==> src/rtl/seg_capture.sv <==
// seg_capture: debounces an active-low seven-segment bus, decodes each
// accepted pattern to BCD and shifts digits into an 8-digit buffer.
// A pattern is accepted once it has been stable for STABLE_CYCLES edges and
// again every HOLD_CYCLES edges after that while it stays unchanged, so a
// digit that stays on the display is captured repeatedly.
module seg_capture #(
    parameter int unsigned STABLE_CYCLES = 4,
    parameter int unsigned HOLD_CYCLES   = 25000,
    parameter logic [31:0] MATCH         = 32'h2001_0812
) (
    input  logic        clk,
    input  logic        rst,
    input  logic [6:0]  seg_in,
    input  logic        clr,
    output logic [3:0]  digit_out,
    output logic        digit_valid,
    output logic        err,
    output logic [31:0] digits,
    output logic [3:0]  num_digits,
    output logic        match
);

    localparam logic [15:0] STABLE_N = 16'(STABLE_CYCLES);
    localparam logic [15:0] REHIT_N  = 16'(STABLE_CYCLES + HOLD_CYCLES);
    localparam logic [6:0]  BLANK    = 7'b1111111;

    typedef enum logic [1:0] {
        CODE_DIGIT,
        CODE_BLANK,
        CODE_ILLEGAL
    } code_kind_e;

    logic [6:0]  seg_q;
    logic [15:0] rc;
    logic [15:0] run_len;
    logic        accept;
    code_kind_e  kind;
    logic [3:0]  dec_digit;
    logic        take_digit;
    logic        take_err;
    logic [31:0] next_digits;
    logic [3:0]  next_num;

    // Decode the pattern on the bus this edge into a digit, blank or illegal.
    always_comb begin
        // NOTE: every output of a combinational block gets a default first so
        // no path leaves it unassigned and no latch is inferred.
        kind      = CODE_DIGIT;
        dec_digit = 4'd0;
        case (seg_in)
            7'b1000000: dec_digit = 4'd0;
            7'b1111001: dec_digit = 4'd1;
            7'b0100100: dec_digit = 4'd2;
            7'b0110000: dec_digit = 4'd3;
            7'b0011001: dec_digit = 4'd4;
            7'b0010010: dec_digit = 4'd5;
            7'b0000010: dec_digit = 4'd6;
            7'b1011000: dec_digit = 4'd7;
            7'b0000000: dec_digit = 4'd8;
            7'b0010000: dec_digit = 4'd9;
            BLANK:      kind      = CODE_BLANK;
            default:    kind      = CODE_ILLEGAL;
        endcase
    end

    // Run length including this edge, accept strobe, and the post-edge buffer.
    always_comb begin
        // rc never exceeds STABLE+HOLD-1, so rc+1 fits in 16 bits.
        run_len     = (seg_in == seg_q) ? rc + 16'd1 : 16'd1;
        accept      = (run_len == STABLE_N) || (run_len == REHIT_N);
        // clr wins over a simultaneous accept: no shift and no pulses.
        take_digit  = accept && !clr && (kind == CODE_DIGIT);
        take_err    = accept && !clr && (kind == CODE_ILLEGAL);
        next_digits = digits;
        next_num    = num_digits;
        if (clr) begin
            next_digits = 32'd0;
            next_num    = 4'd0;
        end else if (take_digit) begin
            next_digits = {digits[27:0], dec_digit};
            next_num    = (num_digits == 4'd8) ? 4'd8 : num_digits + 4'd1;
        end
    end

    // All architectural state; match is judged on the buffer being written.
    always_ff @(posedge clk or negedge rst) begin
        if (!rst) begin
            seg_q       <= BLANK;
            rc          <= 16'd0;
            digit_out   <= 4'd0;
            digit_valid <= 1'b0;
            err         <= 1'b0;
            digits      <= 32'd0;
            num_digits  <= 4'd0;
            match       <= 1'b0;
        end else begin
            // NOTE: sequential state uses non-blocking assignments so every
            // register samples the pre-edge values, independent of order.
            seg_q       <= seg_in;
            rc          <= (run_len == REHIT_N) ? STABLE_N : run_len;
            digit_valid <= take_digit;
            err         <= take_err;
            digits      <= next_digits;
            num_digits  <= next_num;
            match       <= (next_num == 4'd8) && (next_digits == MATCH);
            if (take_digit) begin
                digit_out <= dec_digit;
            end
        end
    end

endmodule
==> config.mk <==
export PLATFORM = sky130hd
export DESIGN_NAME = seg_capture
export DESIGN_NICKNAME = d
export VERILOG_FILES = /design/src/rtl/seg_capture.sv
export SDC_FILE = /design/constraint.sdc
export NUM_CORES = 1
export LEC_CHECK = 0
export BUFFER_PORTS_ARGS = -buffer_cell sky130_fd_sc_hd__buf_2
export CORE_ASPECT_RATIO = 1.2
export CORE_MARGIN = 1.5
export CORE_UTILIZATION = 61
export CTS_CLUSTER_SIZE = 28
export DETAILED_ROUTE_END_ITERATION = 10
export PLACE_DENSITY = 0.81
export SYNTH_ARGS = -nofsm -noshare
export SYNTH_HDL_FRONTEND = slang
export SYNTH_SLANG_ARGS = --single-unit
export TNS_END_PERCENT = 30
==> constraint.sdc <==
create_clock -name clk -period 8.5 [get_ports clk]
set_input_delay 0.425 -clock clk [delete_from_list [all_inputs] [get_ports clk]]
set_output_delay 0.425 -clock clk [all_outputs]
set_load 0.01 [all_outputs]
==> run_results.csv <==
group,metric,value,unit
power_and_ir_drop,ir_worst_vdd,0.000137,V
power_and_ir_drop,p_leak,1.70,nW
detailed_routing,antenna_left,0,
floorplanning,fp.dieW,71.4,µm
worst_setup_path,worstPathRequired,8.69,ns
outcome,status,"finished, final reports clean",
synthesis,yosys_warnings,0,
floorplanning,rows,29,
detailed_routing,dr.first_iter.drc_count,232,
synthesis,synthSimpleGateAreaFrac,22.7,%
global_routing,use_met1,32.2,%
detailed_routing,via_per_inst,5.95,
synthesis,async_flop_share,100,%
global_routing,antenna_found_initial,0,
global_routing,overflow,0,
sta,setup-tns-final,0,ns
worst_setup_path,critPathTopFamily,"simple AND/OR/NAND/NOR gates",
floorplanning,die_h,85.1,µm
sta,final-setup-viol-count,0,
clock_tree,cts_buffers,9,
worst_setup_path,crit_arrival,3.65,ns
global_routing,globalRouteMet2Util,40.8,%
power_and_ir_drop,p_per_area,157,nW/µm²
final_layout,drive_above_1_share,24.9,%
floorplanning,initial_utilization,64.2,%
sta,fmax,290,MHz
synthesis,synth-compound-area-share,6.07,%
synthesis,synth_xor_area_share,5.59,%
synthesis,ys_seq_elements,66,
clock_tree,cts_buffer_depth,2,
global_routing,grt_usage,25.4,%
final_layout,nNetsFinal,382,
synthesis,synthMuxAreaShare,11.6,%
global_routing,grt_max_degree,67,
worst_setup_path,cp_slowest_cell,"or4_1",
worst_setup_path,cp_max_fo,33,
clock_tree,clock_sinks,66,
sta,worst_slew_pin_slew,0.814,ns
detailed_routing,num_vias,2593,
final_layout,antenna_cells,0,
detailed_routing,drc,0,
worst_setup_path,path_buf_inv,1,
detailed_routing,dr.pass1.iters,4,
floorplanning,ios,53,
synthesis,synthAdderAreaFrac,1.10,%
synthesis,syn_inst,324,
final_layout,area_growth_syn_to_layout,12.5,%
worst_setup_path,cpPeakStageDelay,0.70,ns
worst_setup_path,crit_chain,"nand4_1 -> nor3_1 -> a31oi_1 -> o21ba_2 -> or4_1 -> nor3_4 -> buf_4 -> mux2i_1 -> nor2_1",
sta,hold_viol,0,
worst_setup_path,reg2reg_from,"rc[4]",
global_routing,grt_pass1_vias,2497,
worst_setup_path,r2r_slack,5.05,ns
clock_tree,cts_resized,0,
sta,rsz0062_at_grt,"no",
synthesis,synth.avg_cell_area,10.6,µm²
place,hpwlAfterDp,4.84,mm
worst_setup_path,worst_setup_path_end_kind,"flop",
synthesis,synth_edf_count,0,
clock_tree,htreeDepth,3,
run,maxCapViolations,0,
final_layout,fin_util,72.2,%
clock_tree,insertion_delay,0.35,ns
detailed_routing,wl_per_cell,16.4,µm
synthesis,ys_seq_area_share,48.5,%
clock_tree,post_cts_buffers,0,
worst_setup_path,timing.critical_path.from,"rc[4]",
floorplanning,core_area,5330,µm²
final_layout,final_cell_mix,"dfrtp_1, buf_2, nor2_1",
clock_tree,cts-root-buf,"clkbuf_8",
worst_setup_path,rr_worst_depth,9,
sta,period_needed,3.45,ns
global_routing,grt_pass1_wl,11.9,mm
synthesis,synth_area,3420,µm²
worst_setup_path,critPathKind,"reg -> reg",
synthesis,synth_top_family_by_area,"simple AND/OR/NAND/NOR gates",
sta,drv_slew,0,
detailed_routing,wl,7.14,mm
worst_hold_path,min_path_type,"in -> async",
clock_tree,tritoncts,"built",
clock_tree,cts_hold_buf,0,
sta,skew,0.0117,ns
global_routing,use_met3,6.18,%
synthesis,synth_ff_type,"dfrtp_1",
place,portBuffers,52,
worst_setup_path,critPathLaunchType,"flop",
synthesis,syn_nets,337,
final_layout,final_common_cell,"dfrtp_1",
place,finalWeightedCongestion,0.863,
sta,timing.slew.headroom,45.8,%
clock_tree,path_clk_slew,0.07,ns
sta,period_share,40.6,%
worst_setup_path,r2r_end,"digits[2]",
global_routing,top_usage_layer,"met2",
synthesis,synth_cell_types,56,
floorplanning,dieArea,6070,µm²
[power by group]
| part | switching (mW) | internal [mW] | leakage, nW | total (mW) |
|---|---|---|---|---|
| clock network | 0.116 | 0.144 | 0.0966 | 0.260 |
| registers | 0.000958 | 0.317 | 0.893 | 0.318 |
| logic | 0.0206 | 0.00720 | 0.710 | 0.0278 |
| total | 0.138 | 0.468 | 1.70 | 0.606 |
[area by class of cell]
| class | count | area [µm²] |
|---|---|---|
| flip-flops and latches | 66 | 1660 |
| multi-input cells | 230 | 1610 |
| fillers | 396 | 1480 |
| repair buffers | 54 | 275 |
| clock buffers | 12 | 145 |
| well taps | 62 | 77.6 |
| clock inverters | 4 | 51.3 |
| inverters | 8 | 30.0 |
[logic make-up after synthesis]
group | count (synthesis)
AND/OR/NAND/NOR | 138
flip-flops | 66
multiplexers | 39
AO/OA/AOI/OAI | 29
buffers and inverters | 28
XOR/XNOR | 21
adder cells (fa/ha/maj) | 3
[synthesized netlist by cell type (all sizes together) (3+ instances only)]
library cell	instances	area, µm²
or4	4	30.0
buf	10	81.3
nor4b	4	41.3
inv	8	30.0
xor2	13	121
o21ai	5	25.0
and3	4	26.3
nand2	13	48.8
a21oi	5	28.8
xnor2	8	70.1
nor3	16	96.4
or3	3	18.8
nor2b	3	18.8
dfstp	7	184
nor2	50	188
nor4	13	111
nand3	11	60.1
mux2	5	56.3
a31oi	4	25.0
clkbuf	10	40.0
nand4	4	25.0
mux2i	34	340
dfrtp	59	1480
ha	3	37.5
[how the worst max path moves through the flow]
stage / endpoint / slack, ns / cells after the start
3_3_place_gp: digits[10] / 5.04 / 10
4_1_cts: digits[31] / 5.08 / 9
5_1_grt: digits[24] / 4.81 / 9
6_report: digits[2] / 5.05 / 9
3_5_place_dp: digits[31] / 4.96 / 10
2_1_floorplan: match / 5.32 / 10
[state kept, by name, indices dropped and copies added (netlist names)]
| name | flops |
|---|---|
| seg_q | 7 |
| rc | 16 |
| digit_valid | 1 |
| digits | 32 |
| num_digits | 4 |
| err | 1 |
| digit_out | 4 |
| match | 1 |
[per-layer routing]
metal / share of wire [%] / vias up
met3: 4.8 / 11
met1: 44 / 1255
met5: 0 / -
li1: - / 1240
met2: 50 / 87
met4: 1.6 / 0
[through the flow]
| step | worst slack, ns | std cells | cell area (µm²) | total power, mW | hold slack [ns] |
|---|---|---|---|---|---|
| 2_1_floorplan | 5.32 | 324 | 3420 | 0.341 | 0.129 |
| 3_3_place_gp | 5.04 | 420 | 3650 | 0.351 | 0.486 |
| 3_5_place_dp | 4.96 | 420 | 3650 | 0.352 | 0.494 |
| 4_1_cts | 5.08 | 436 | 3850 | 0.612 | 0.236 |
| 5_1_grt | 4.81 | 436 | 3850 | 0.628 | 0.245 |
| 6_report | 5.05 | 436 | 3850 | 0.606 | 0.242 |
[worst reg2reg max path, stage by stage, from the launching register on]
cell and delay [ns]:
dfrtp_1 0.48, nand4_1 0.27, nor3_1 0.45, a31oi_1 0.15
o21ba_2 0.25, or4_1 0.70, nor3_4 0.18, buf_4 0.49
mux2i_1 0.27, nor2_1 0.07
Note: power is estimated with default switching activity, not from simulation.
